`src/rtl/axi_line_master.sv`:
```
// Cache-line AXI burst master: one INCR read burst per refill, one INCR write burst per writeback.
// Optional macro AXI_M_RAW_ORDER_EN serialises a refill behind any pending writeback.
`timescale 1ns/1ps
module axi_line_master #(
  parameter int LINE_BEATS = 4,
  parameter int OFFS_W     = $clog2(LINE_BEATS) + 3
) (
  input  logic                       clk,
  input  logic                       rst,
  // refill side
  input  logic                       rd_req,
  input  logic [31:0]                rd_addr,
  output logic                       rd_busy,
  output logic                       rd_beat_valid,
  output logic [63:0]                rd_beat_data,
  output logic [3:0]                 rd_beat_idx,
  output logic                       rd_done,
  output logic                       rd_err,
  // writeback side
  input  logic                       wr_req,
  input  logic [31:0]                wr_addr,
  input  logic [64*LINE_BEATS-1:0]   wr_line,
  output logic                       wr_busy,
  output logic                       wr_done,
  output logic                       wr_err,
  // AXI read address / data
  output logic [31:0]                araddr,
  output logic                       arvalid,
  output logic [1:0]                 arburst,
  output logic [7:0]                 arlen,
  output logic [2:0]                 arsize,
  input  logic                       arready,
  input  logic [63:0]                rdata,
  input  logic [1:0]                 rresp,
  input  logic                       rvalid,
  input  logic                       rlast,
  output logic                       rready,
  // AXI write address / data / response
  output logic [31:0]                awaddr,
  output logic                       awvalid,
  output logic [1:0]                 awburst,
  output logic [7:0]                 awlen,
  input  logic                       awready,
  output logic [63:0]                wdata,
  output logic                       wlast,
  output logic [7:0]                 wstrb,
  output logic                       wvalid,
  input  logic                       wready,
  input  logic [1:0]                 bresp,
  input  logic                       bvalid,
  output logic                       bready
);
  localparam int         IDX_W    = $clog2(LINE_BEATS);
  localparam logic [3:0] R_LAST   = 4'(LINE_BEATS - 1);
  localparam logic [IDX_W-1:0] W_LAST = IDX_W'(LINE_BEATS - 1);

  typedef enum logic [1:0] {R_IDLE, R_AR, R_DATA} r_state_e;
  typedef enum logic [1:0] {W_IDLE, W_AW, W_DATA, W_RESP} w_state_e;

  r_state_e r_state_q;
  w_state_e w_state_q;

  logic [31:0] araddr_q, awaddr_q;
  logic        arvalid_q, rready_q, rd_busy_q;
  logic        rd_beat_valid_q, rd_done_q, rd_err_q;
  logic [63:0] rd_beat_data_q;
  logic [3:0]  rd_beat_idx_q, rcnt_q;
  logic        rerr_q;

  logic        awvalid_q, wvalid_q, bready_q, wr_busy_q, wr_done_q, wr_err_q;
  logic [IDX_W-1:0] wcnt_q;
  logic [LINE_BEATS-1:0][63:0] line_q;

  logic rd_accept, wr_accept;
  logic r_hs, r_last, r_mismatch, r_bad, w_last;
  logic unused_addr_bits;

  assign unused_addr_bits = ^{rd_addr[OFFS_W-1:0], wr_addr[OFFS_W-1:0]};

  always_comb begin
    wr_accept = wr_req && (w_state_q == W_IDLE);
`ifdef AXI_M_RAW_ORDER_EN
    // Writeback wins a tie and blocks refills until its response is back.
    rd_accept = rd_req && (r_state_q == R_IDLE) && !wr_busy_q && !wr_accept;
`else
    rd_accept = rd_req && (r_state_q == R_IDLE);
`endif
    r_hs       = rvalid && rready_q;
    r_last     = rlast || (rcnt_q == R_LAST);
    r_mismatch = rlast != (rcnt_q == R_LAST);
    r_bad      = rerr_q || (rresp != 2'b00) || r_mismatch;
    w_last     = (wcnt_q == W_LAST);
  end

  // Read path
  always_ff @(posedge clk or posedge rst) begin
    if (rst) begin
      r_state_q       <= R_IDLE;
      araddr_q        <= '0;
      arvalid_q       <= 1'b0;
      rready_q        <= 1'b0;
      rd_busy_q       <= 1'b0;
      rd_beat_valid_q <= 1'b0;
      rd_beat_data_q  <= '0;
      rd_beat_idx_q   <= '0;
      rd_done_q       <= 1'b0;
      rd_err_q        <= 1'b0;
      rcnt_q          <= '0;
      rerr_q          <= 1'b0;
    end else begin
      rd_beat_valid_q <= 1'b0;
      rd_done_q       <= 1'b0;
      rd_err_q        <= 1'b0;
      case (r_state_q)
        R_IDLE: if (rd_accept) begin
          araddr_q  <= {rd_addr[31:OFFS_W], {OFFS_W{1'b0}}};
          rcnt_q    <= '0;
          rerr_q    <= 1'b0;
          arvalid_q <= 1'b1;
          rd_busy_q <= 1'b1;
          r_state_q <= R_AR;
        end
        R_AR: if (arready) begin
          arvalid_q <= 1'b0;
          rready_q  <= 1'b1;
          r_state_q <= R_DATA;
        end
        R_DATA: if (r_hs) begin
          rd_beat_valid_q <= 1'b1;
          rd_beat_data_q  <= rdata;
          rd_beat_idx_q   <= rcnt_q;
          rcnt_q          <= rcnt_q + 4'd1;
          rerr_q          <= r_bad;
          // Either rlast or a full count closes the burst; disagreement is flagged.
          if (r_last) begin
            rready_q  <= 1'b0;
            rd_busy_q <= 1'b0;
            rd_done_q <= 1'b1;
            rd_err_q  <= r_bad;
            r_state_q <= R_IDLE;
          end
        end
        default: r_state_q <= R_IDLE;
      endcase
    end
  end

  // Write path
  always_ff @(posedge clk or posedge rst) begin
    if (rst) begin
      w_state_q <= W_IDLE;
      awaddr_q  <= '0;
      awvalid_q <= 1'b0;
      wvalid_q  <= 1'b0;
      bready_q  <= 1'b0;
      wr_busy_q <= 1'b0;
      wr_done_q <= 1'b0;
      wr_err_q  <= 1'b0;
      wcnt_q    <= '0;
      line_q    <= '0;
    end else begin
      wr_done_q <= 1'b0;
      wr_err_q  <= 1'b0;
      case (w_state_q)
        W_IDLE: if (wr_accept) begin
          awaddr_q  <= {wr_addr[31:OFFS_W], {OFFS_W{1'b0}}};
          line_q    <= wr_line;
          wcnt_q    <= '0;
          awvalid_q <= 1'b1;
          wr_busy_q <= 1'b1;
          w_state_q <= W_AW;
        end
        W_AW: if (awready) begin
          awvalid_q <= 1'b0;
          wvalid_q  <= 1'b1;
          w_state_q <= W_DATA;
        end
        W_DATA: if (wready) begin
          wcnt_q <= wcnt_q + IDX_W'(1);
          if (w_last) begin
            wvalid_q  <= 1'b0;
            bready_q  <= 1'b1;
            w_state_q <= W_RESP;
          end
        end
        W_RESP: if (bvalid) begin
          bready_q  <= 1'b0;
          wr_busy_q <= 1'b0;
          wr_done_q <= 1'b1;
          wr_err_q  <= (bresp != 2'b00);
          w_state_q <= W_IDLE;
        end
        default: w_state_q <= W_IDLE;
      endcase
    end
  end

  assign arburst       = 2'b01;
  assign arsize        = 3'd3;
  assign arlen         = 8'(LINE_BEATS - 1);
  assign awburst       = 2'b01;
  assign awlen         = 8'(LINE_BEATS - 1);
  assign wstrb         = 8'hFF;

  assign araddr        = araddr_q;
  assign arvalid       = arvalid_q;
  assign rready        = rready_q;
  assign rd_busy       = rd_busy_q;
  assign rd_beat_valid = rd_beat_valid_q;
  assign rd_beat_data  = rd_beat_data_q;
  assign rd_beat_idx   = rd_beat_idx_q;
  assign rd_done       = rd_done_q;
  assign rd_err        = rd_err_q;

  assign awaddr        = awaddr_q;
  assign awvalid       = awvalid_q;
  assign wvalid        = wvalid_q;
  // Payload comes straight from the line buffer; wlast only qualifies a live beat.
  assign wdata         = line_q[wcnt_q];
  assign wlast         = wvalid_q && w_last;
  assign bready        = bready_q;
  assign wr_busy       = wr_busy_q;
  assign wr_done       = wr_done_q;
  assign wr_err        = wr_err_q;
endmodule

```
`config.mk`:
```
export PLATFORM = sky130hd
export DESIGN_NAME = axi_line_master
export DESIGN_NICKNAME = d
export VERILOG_FILES = /design/src/rtl/axi_line_master.sv
export SDC_FILE = /design/constraint.sdc
export NUM_CORES = 1
export LEC_CHECK = 0
export CORE_AREA = 3 3 247 249
export CTS_BUF_LIST = sky130_fd_sc_hd__clkbuf_8
export CTS_CLUSTER_DIAMETER = 100
export CTS_CLUSTER_SIZE = 24
export DETAILED_ROUTE_END_ITERATION = 8
export DIE_AREA = 0 0 250 252
export SETUP_SLACK_MARGIN = 0.5
export SYNTH_ARGS = -nofsm -noshare
export SYNTH_HDL_FRONTEND = slang
export SYNTH_SLANG_ARGS = --single-unit
```
`constraint.sdc`:
```
create_clock -name clk -period 38.3 [get_ports clk]
set_input_delay 7.66 -clock clk [delete_from_list [all_inputs] [get_ports clk]]
set_output_delay 7.66 -clock clk [all_outputs]
set_load 0.03 [all_outputs]
```
==> results.sh, run 1 <==
export IMPL_end_kind="output port"
export IMPL_hold_violations=0
export IMPL_grt_max_degree=166
export IMPL_rsz0062_at_grt="no"
export IMPL_viasPerCell=4.440
export IMPL_hp_class="reg -> reg"
export IMPL_postSynth_asyncResetShare=1.000
export IMPL_r2r_worst_path_cells=5
export IMPL_crit_path_max_incr_delay_ns=1.00
export IMPL_die_width_um=250
export IMPL_synth_cells=1235
export IMPL_io_pins=638
export IMPL_synth_flop_cell="dfrtp_1"
export IMPL_ys_ff_latch=401
export IMPL_total_leakage_power_nw=10.20
export IMPL_die_h_um=252
export IMPL_status="finished clean"
export IMPL_fmax_mhz=88.18
export IMPL_setup_tns_ns=0
export IMPL_fin_crit_sh=0.2961
export IMPL_total_power_w=0.001920
export IMPL_maxSlewViolCount=0
export IMPL_root_buffer="clkbuf_8"
export IMPL_cp_arrival_ns=3.68
export IMPL_worstSkewPairLatency_ns=0.62
export IMPL_synth_seq_area_share=0.5844
export IMPL_drv_cap=0
export IMPL_critPathLaunch="wcnt_q[0]$_DFFE_PP0P_"
export IMPL_fin_worst_skew_ns=0.04948
export IMPL_nets=2193
export IMPL_ys_warn_count=0
export IMPL_netlist_area_um2=17170
export IMPL_grt_usage=0.1551
export IMPL_clk_pin_slew_ns=0.14
export IMPL_cts_buffer_depth=3
export IMPL_cts_hold_buffers=0
export IMPL_worstMarginPinSlew_ns=1.120
export IMPL_cts_sinks=401
export IMPL_max_vdd_ir_drop_v=0.00004839
export IMPL_drt_first_pass_iters=4
export IMPL_numCtsBuffers=23
export IMPL_io_buffers=586
export IMPL_cts_tree="done"
export IMPL_crit_fanout=36
export IMPL_powerDensity_nw_per_um2=80.28
export IMPL_finalSetupViolations=0
export IMPL_wire_per_inst_um=19.54
export IMPL_cp_data_required_time_ns=30.64
export IMPL_final_layout_size_suffix_gt1_frac=0.07079
export IMPL_fin_crit_ns=11.34
export IMPL_grt_pass1_wl_mm=76.30
export IMPL_r2r_end="line_q[54]$_DFFE_PP0P_"
export IMPL_r2r_start="w_state_q[0]$_DFFE_PP0P_"
export IMPL_path_cells="buf_4, mux4_2, clkdlybuf4s50_1"
export IMPL_htree_levels=1
export IMPL_avgSynthCellArea_um2=13.90
export IMPL_final_util=0.4059
export IMPL_crit_buf_inv=2
export IMPL_grt_ovfl_total=0
export IMPL_ant_nets=0
export IMPL_drcViolationCount=0
export IMPL_post_dp_hpwl_mm=36.79
export IMPL_hold_path_startpoint="rd_beat_data[16]$_DFFE_PP0P_"
export IMPL_areaGrowthSynthToFinish_pct=39.25
export IMPL_first_global_vias=12507
export IMPL_n_fill_cell=5524
export IMPL_slowest_stage="dfrtp_4"
export IMPL_core_area_um2=58910
export IMPL_post_cts_resized=0
export IMPL_synth_cell_types=39
export IMPL_maxSlewHeadroom=0.2533
export IMPL_vias=11416
export IMPL_rows=89
export IMPL_holdPathEnd="rd_beat_data[16]$_DFFE_PP0P_"
export IMPL_ff2ff_setup_slack_ns=35.36
export IMPL_holdPathStages=2
export IMPL_die_area_um2=63000
export IMPL_antenna_found_initial=9
export IMPL_drt_wl_total_mm=50.24
export IMPL_cpLargestDelayFamily="buffers and inverters"
export IMPL_synth_edf_count=0
export IMPL_start_util=0.2915
export IMPL_drt_iter0_drc=446
export IMPL_cts_setup_buffers=0
export IMPL_path_class="reg -> out"
export IMPL_place_congestion=0.8179
export IMPL_cp_start_kind="flip-flop"
## per-layer routing
layer / part of all wire / track usage
met1: 0.40 / 0.1871
met2: 0.51 / 0.2772
met3: 0.075 / 0.04639
met4: 0.015 / 0.02786
met5: 0.0011 / 0
## how the worst max path moves through the flow
stage | to | slack [ns] | depth (start not counted)
finish | wdata[52] | 26.96 | 3
global route | wdata[52] | 26.63 | 3
CTS | wdata[52] | 26.74 | 3
detailed placement | wdata[52] | 27.48 | 3
global placement | wdata[52] | 27.47 | 3
floorplan | araddr[10]$_DFFE_PP0P_ | 19.49 | 1
## report_power, final
part / switching, W / total, W / internal (W)
logic: 0.000502 / 0.000964 / 0.000462
registers: 0.000121 / 0.000747 / 0.000626
clock network: 0.000144 / 0.000209 / 0.0000650
total: 0.000767 / 0.00192 / 0.00115
## worst reg2reg max path, delay by kind of cell, from the launching register on
family | cells | cell delay [ns]
buf+inv | 2 | 0.81
mux | 1 | 0.53
simple gates | 1 | 0.71
flops | 1 | 0.43
fa+ha+maj | 1 | 0.31
## layout by cell type (no fill, tap or decap), types with 4 or more instances in the layout
cell,count
clkdlybuf4s50_1,586
dfrtp_1,399
nand2_1,293
mux2_1,270
mux4_2,64
conb_1,41
clkbuf_8,25
inv_1,14
mux2_2,14
nor2_1,9
ha_1,9
buf_4,9
a21oi_1,6
o21ai_0,5
a22o_1,5
diode_2,4
mux2i_1,4
## Yosys cell counts, types with 2 or more instances
cell type / instances / area, um2
mux4_2: 64 / 1441
ha_1: 9 / 112.6
mux2_2: 14 / 157.7
a21oi_1: 6 / 30.03
buf_6: 22 / 247.7
nand2_1: 294 / 1104
nor2_1: 9 / 33.78
clkbuf_1: 5 / 18.77
o22ai_1: 2 / 12.51
inv_1: 12 / 45.04
nand3_1: 3 / 15.01
nor2b_1: 3 / 18.77
mux2i_1: 4 / 40.04
buf_4: 57 / 427.9
dfrtp_1: 401 / 10030
mux2_1: 270 / 3040
buf_2: 25 / 125.1
a22o_1: 5 / 43.79
conb_1: 2 / 7.510
nand2b_1: 3 / 18.77
nand3b_1: 3 / 22.52
o21ai_0: 5 / 25.02
## state kept, by name (all words and copies together) (netlist names), 2 cells and up
signal / flops
line_q: 256
rd_beat_data: 64
r_state_q: 2
awaddr: 27
rd_beat_idx: 4
wcnt_q: 2
rcnt_q: 4
araddr: 27
w_state_q: 2
## stage by stage
step                      instances  instance area (um2)  setup slack [ns]  hold WS, ns
after global routing           2569                23910             26.63       0.5185
after floorplan                1274                17320             19.49       0.4587
after detailed placement       2534                23460             27.48       0.4610
after CTS                      2567                23900             26.74       0.4956
final                          2571                23910             26.96       0.4901
after global placement         2534                23460             27.47       0.4581
## cell type report
| class | instances | area [um2] | share of cell area |
|---|---|---|---|
| Sequential cell | 401 | 10040 | 0.4200 |
| Multi-Input combinational cell | 750 | 6419 | 0.2684 |
| Timing Repair Buffer | 597 | 5973 | 0.2498 |
| Tap cell | 773 | 967.2 | 0.04045 |
| Clock buffer | 25 | 344.1 | 0.01439 |
| Clock inverter | 8 | 100.1 | 0.004186 |
| Inverter | 13 | 56.30 | 0.002355 |
| Antenna cell | 4 | 10.01 | 0.0004186 |
## cells by family (layout without fill, tap and decap cells)
| kind of cell | Yosys count | after routing | synth area share |
|---|---|---|---|
| AOI/OAI and AO/OA | 24 | 24 | 0.01035 |
| adders and majority gates | 9 | 9 | 0.006558 |
| buffers and inverters | 123 | 643 | 0.05079 |
| DFF | 401 | 401 | 0.5844 |
| muxes | 352 | 352 | 0.2725 |
| other | 2 | 45 | 0.0004374 |
| and+or+nand+nor | 324 | 324 | 0.07498 |
Note: power is estimated with default switching activity, not from simulation.
==> inputs of run 2 (changes only) <==
==> constraint.sdc (replaced) <==
create_clock -name clk -period 9.5 [get_ports clk]
set_input_delay 1.9 -clock clk [delete_from_list [all_inputs] [get_ports clk]]
set_output_delay 1.9 -clock clk [all_outputs]
set_load 0.03 [all_outputs]
==> run 2 against run 1 <==
Wire length decreased by 0.49%. First-iteration DRC count down 4.5%. Sequential power grew to 4.0 times the previous value. Critical path depth did not move. Non-clock buffer count grew 1. Clock skew is 0.0087 ns lower. Largest cell class unchanged.
==> results.sh, run 2 (synthesis results as in run 1) <==
export IMPL_status="finished clean"
export IMPL_rows=89
export IMPL_wire_per_inst_um=19.46
export IMPL_rsz0062_at_grt="no"
export IMPL_areaGrowthSynthToFinish_pct=39.07
export IMPL_n_fill_cell=5572
export IMPL_fmax_mhz=180.6
export IMPL_viasPerCell=4.471
export IMPL_first_global_vias=12297
export IMPL_antenna_found_initial=7
export IMPL_vias=11487
export IMPL_r2r_worst_path_cells=5
export IMPL_multiInputGateArea_um2=6419
export IMPL_powerDensity_nw_per_um2=322.8
export IMPL_fin_crit_sh=0.5828
export IMPL_die_h_um=252
export IMPL_drcViolationCount=0
export IMPL_grt_pass1_wl_mm=75.50
export IMPL_seq_area_um2=10040
export IMPL_io_buffers=586
export IMPL_grt_max_degree=163
export IMPL_cp_data_required_time_ns=7.60
export IMPL_setup_tns_ns=0
export IMPL_end_kind="output port"
export IMPL_ff2ff_setup_slack_ns=6.60
export IMPL_numCtsBuffers=22
export IMPL_cts_hold_buffers=0
export IMPL_crit_end="wdata[58]"
export IMPL_worstSkewPairLatency_ns=0.61
export IMPL_cp_arrival_ns=3.64
export IMPL_drt_wl_total_mm=50.00
export IMPL_cts_tree="done"
export IMPL_fin_worst_skew_ns=0.04078
export IMPL_max_vdd_ir_drop_v=0.0001863
export IMPL_start_util=0.2915
export IMPL_die_area_um2=63000
export IMPL_largest_reg_flops=256
export IMPL_cp_start_kind="flip-flop"
export IMPL_clk_pin_slew_ns=0.14
export IMPL_nets=2193
export IMPL_critPathLaunch="wcnt_q[0]$_DFFE_PP0P_"
export IMPL_io_pins=638
export IMPL_cts_setup_buffers=0
export IMPL_drt_first_pass_iters=4
export IMPL_root_buffer="clkbuf_8"
export IMPL_hp_class="reg -> reg"
export IMPL_path_class="reg -> out"
export IMPL_post_cts_resized=0
export IMPL_fin_hold_ws_ns=0.4843
export IMPL_total_leakage_power_nw=10.18
export IMPL_fin_crit_ns=5.536
export IMPL_core_area_um2=58910
export IMPL_r2r_start="w_state_q[0]$_DFFE_PP0P_"
export IMPL_maxSlewHeadroom=0.1918
export IMPL_cts_sinks=401
export IMPL_place_congestion=0.7921
export IMPL_htree_levels=1
export IMPL_grt_usage=0.1528
export IMPL_post_dp_hpwl_mm=36.68
export IMPL_drt_iter0_drc=426
export IMPL_die_width_um=250
export IMPL_cts_buffer_depth=3
export IMPL_maxSlewViolCount=0
export IMPL_r2r_end="line_q[226]$_DFFE_PP0P_"
export IMPL_final_layout_size_suffix_gt1_frac=0.07083
export IMPL_crit_fanout=38
export IMPL_layout_common_cells="clkdlybuf4s50_1 (586), dfrtp_1 (399), nand2_1 (293)"
export IMPL_ant_nets=0
export IMPL_finalSetupViolations=0
export IMPL_hold_violations=0
export IMPL_largest_register="line_q"
export IMPL_worstMarginPinSlew_ns=1.212
export IMPL_drv_cap=0
export IMPL_final_common_cell="clkdlybuf4s50_1"
export IMPL_grt_ovfl_total=0
-- run 2: area by class of cell --
class	instances	share of cell area
diodes	3	0.0003144
clock buffers	24	0.01383
clock inverters	7	0.002882
inverters	13	0.002201
multi-input cells	750	0.2688
flip-flops and latches	401	0.4205
well taps	773	0.04050
repair buffers	598	0.2510
-- run 2: metrics by stage --
| stage | instance area [um2] | setup slack, ns | util | total power, W | std cells |
|---|---|---|---|---|---|
| after detailed placement | 23470 | 4.430 | 0.3985 | 0.007012 | 2535 |
| after global placement | 23470 | 4.430 | 0.3985 | 0.006920 | 2535 |
| after global routing | 23880 | 3.615 | 0.4053 | 0.008176 | 2568 |
| after CTS | 23870 | 3.687 | 0.4053 | 0.007849 | 2566 |
| after floorplan | 17320 | 2.200 | - | 0.005440 | 1274 |
| final | 23880 | 3.964 | 0.4054 | 0.007709 | 2569 |
-- run 2: power by group --
group	internal, W	total [W]	switching (W)
combinational	0.00186	0.00391	0.00204
sequential	0.00252	0.00299	0.000471
clock	0.000246	0.000808	0.000562
-- run 2: worst min-delay path by stage --
stage / startpoint / endpoint / slack [ns] / cells after the start
2_1_floorplan: line_q[128]$_DFFE_PP0P_ / line_q[128]$_DFFE_PP0P_ / 0.46 / 1
3_3_place_gp: rd_beat_data[4]$_DFFE_PP0P_ / rd_beat_data[4]$_DFFE_PP0P_ / 0.46 / 2
3_5_place_dp: rd_beat_data[1]$_DFFE_PP0P_ / rd_beat_data[1]$_DFFE_PP0P_ / 0.46 / 2
4_1_cts: rd_beat_data[1]$_DFFE_PP0P_ / rd_beat_data[1]$_DFFE_PP0P_ / 0.49 / 2
5_1_grt: rd_beat_data[49]$_DFFE_PP0P_ / rd_beat_data[49]$_DFFE_PP0P_ / 0.52 / 2
6_report: rd_beat_data[1]$_DFFE_PP0P_ / rd_beat_data[1]$_DFFE_PP0P_ / 0.48 / 2
-- run 2: critical path, cell delays in order, from the launching register on --
cell,delay (ns)
dfrtp_4,0.92
buf_4,0.80
mux4_2,0.61
clkdlybuf4s50_1,0.67
-- run 2: layer usage --
metal  wire length (um)  GRT usage  up-vias
li1                   -          -     5221
met1              20150     0.1875     5826
met2              24930     0.2672      379
met3               3890    0.04505       55
met4                998    0.03346        6
met5                 30          0        -
==> inputs of run 3 (changes only) <==
==> constraint.sdc (replaced) <==
create_clock -name clk -period 5.15 [get_ports clk]
set_input_delay 1.03 -clock clk [delete_from_list [all_inputs] [get_ports clk]]
set_output_delay 1.03 -clock clk [all_outputs]
set_load 0.03 [all_outputs]
==> run 3 against run 2 <==
Power increased by 86%. Combinational power up 85%. First-iteration DRC count up 7.3%. Critical endpoint is now wdata[41]. Largest power group unchanged.
==> results.sh, run 3 (synthesis results as in run 1) <==
export IMPL_status="finished clean"
export IMPL_place_ws_ns=1.520
export IMPL_layout_setup_ws_ns=0.9445
export IMPL_areaGrowthSynthToFinish_pct=40.16
export IMPL_post_dp_cell_area_um2=23630
export IMPL_rsz0062_at_grt="no"
export IMPL_finalSetupViolations=0
export IMPL_wire_per_inst_um=19.74
export IMPL_die_h_um=252
export IMPL_n_fill_cell=5508
export IMPL_maxSlewHeadroom=0.1820
export IMPL_grt_pass1_wl_mm=77.27
export IMPL_fin_worst_skew_ns=0.04825
export IMPL_io_pins=638
export IMPL_place_congestion=0.7871
export IMPL_cp_start_kind="flip-flop"
export IMPL_cts_buffer_depth=3
export IMPL_wl_met2_mm=25.47
export IMPL_ff2ff_setup_slack_ns=2.69
export IMPL_fin_crit_ns=4.206
export IMPL_finalInstanceArea_um2=24070
export IMPL_crit_fanout=27
export IMPL_crit_path_max_incr_delay_ns=0.88
export IMPL_hold_violations=0
export IMPL_worstSkewPairLatency_ns=0.63
export IMPL_max_vdd_ir_drop_v=0.0003231
export IMPL_slowest_stage="dfrtp_4"
export IMPL_final_layout_size_suffix_gt1_frac=0.07863
export IMPL_post_dp_hpwl_mm=38.05
export IMPL_largest_register="line_q"
export IMPL_drv_cap=0
export IMPL_layout_common_cells="clkdlybuf4s50_1 (586), dfrtp_1 (399), nand2_1 (293)"
export IMPL_powerDensity_nw_per_um2=594.4
export IMPL_final_common_cell="clkdlybuf4s50_1"
export IMPL_met1Wirelength_mm=20.34
export IMPL_nets=2207
export IMPL_die_width_um=250
export IMPL_cts_setup_buffers=0
export IMPL_vias=11500
export IMPL_antenna_found_initial=10
export IMPL_maxSlewViolCount=0
export IMPL_root_buffer="clkbuf_8"
export IMPL_worstMarginPinSlew_ns=1.227
export IMPL_cts_tree="done"
export IMPL_path_cells="buf_4, mux4_2, clkdlybuf4s50_1"
export IMPL_total_leakage_power_nw=10.26
export IMPL_crit_cells=3
export IMPL_die_area_um2=63000
export IMPL_cp_data_required_time_ns=4.12
export IMPL_cts_sinks=401
export IMPL_viasPerCell=4.445
export IMPL_drcViolationCount=0
export IMPL_cp_arrival_ns=3.18
export IMPL_fmax_mhz=237.8
export IMPL_hp_class="reg -> reg"
export IMPL_largest_reg_flops=256
export IMPL_io_buffers=586
export IMPL_r2r_start="w_state_q[0]$_DFFE_PP0P_"
export IMPL_r2r_end="line_q[189]$_DFFE_PP0P_"
export IMPL_clk_pin_slew_ns=0.13
export IMPL_fin_hold_ws_ns=0.4891
export IMPL_grt_max_degree=96
export IMPL_ant_nets=0
export IMPL_htree_levels=1
export IMPL_crit_buf_inv=2
export IMPL_crit_end="wdata[41]"
export IMPL_rows=89
export IMPL_cts_hold_buffers=0
export IMPL_post_cts_resized=0
export IMPL_drt_iter0_drc=457
export IMPL_drt_first_pass_iters=4
export IMPL_met3WireLength_mm=4.274
export IMPL_path_class="reg -> out"
export IMPL_grt_usage=0.1571
export IMPL_cpLargestDelayFamily="buffers and inverters"
export IMPL_first_global_vias=12670
export IMPL_numCtsBuffers=23
export IMPL_start_util=0.2915
export IMPL_top_layer_used="met5"
export IMPL_r2r_worst_path_cells=5
export IMPL_drt_wl_total_mm=51.07
export IMPL_core_area_um2=58910
export IMPL_critPathLaunch="wcnt_q[0]$_DFFE_PP0P_"
export IMPL_seq_area_um2=10040
export IMPL_fin_crit_sh=0.8166
export IMPL_end_kind="output port"
export IMPL_grt_ovfl_total=0
export IMPL_multiInputGateArea_um2=6419
==> run 3: changes by cell type in the layout (fill, tap and decap cells not counted), sizes merged <==
cell      delta
clkinv       +1
diode        +5
buf         +13
clkinvlp     +1
inv          -1
clkbuf       -1
==> run 3: per-stage QoR <==
| stage | total power, W | instances | utilization | setup TNS (ns) |
|---|---|---|---|---|
| 3_3_place_gp | 0.01282 | 2548 | 0.4012 | 0 |
| 5_1_grt | 0.01518 | 2583 | 0.4084 | 0 |
| 2_1_floorplan | 0.01004 | 1274 | - | -513.18 |
| 3_5_place_dp | 0.01299 | 2548 | 0.4012 | 0 |
| 6_report | 0.01431 | 2587 | 0.4086 | 0 |
| 4_1_cts | 0.01457 | 2579 | 0.4082 | 0 |
==> run 3: power breakdown <==
part / switching, W / total, W / internal [W]
clock: 0.00107 / 0.00152 / 0.000452
combinational: 0.00374 / 0.00722 / 0.00348
sequential: 0.000905 / 0.00556 / 0.00466
total: 0.00572 / 0.0143 / 0.00859
==> run 3: tightest hold or removal path, delay by kind of cell, from the launching register on <==
family | cells | cell delay, ns
flops | 1 | 0.36
simple gates | 2 | 0.10
==> run 3: worst min-delay path by stage <==
| stage | from | end | slack [ns] | cells after the start |
|---|---|---|---|---|
| floorplan | line_q[128]$_DFFE_PP0P_ | line_q[128]$_DFFE_PP0P_ | 0.46 | 1 |
| global placement | rd_beat_data[13]$_DFFE_PP0P_ | rd_beat_data[13]$_DFFE_PP0P_ | 0.46 | 2 |
| finish | araddr[15]$_DFFE_PP0P_ | araddr[15]$_DFFE_PP0P_ | 0.49 | 2 |
| detailed placement | araddr[15]$_DFFE_PP0P_ | araddr[15]$_DFFE_PP0P_ | 0.46 | 2 |
| CTS | araddr[15]$_DFFE_PP0P_ | araddr[15]$_DFFE_PP0P_ | 0.49 | 2 |
| global route | rd_beat_data[45]$_DFFE_PP0P_ | rd_beat_data[45]$_DFFE_PP0P_ | 0.51 | 2 |
==> run 3: layout make-up <==
cell class,instances,area share
flip-flops and latches,401,0.4173
multi-input cells,750,0.2667
repair buffers,611,0.2557
well taps,773,0.04019
clock buffers,23,0.01315
clock inverters,8,0.004003
inverters,13,0.002184
diodes,8,0.0008318
==> run 3: routing by layer <==
| layer | vias to the layer above | global-route usage |
|---|---|---|
| li1 | 5253 | - |
| met1 | 5809 | 0.1912 |
| met2 | 378 | 0.2753 |
| met3 | 54 | 0.04793 |
| met4 | 6 | 0.03461 |
| met5 | - | 0 |
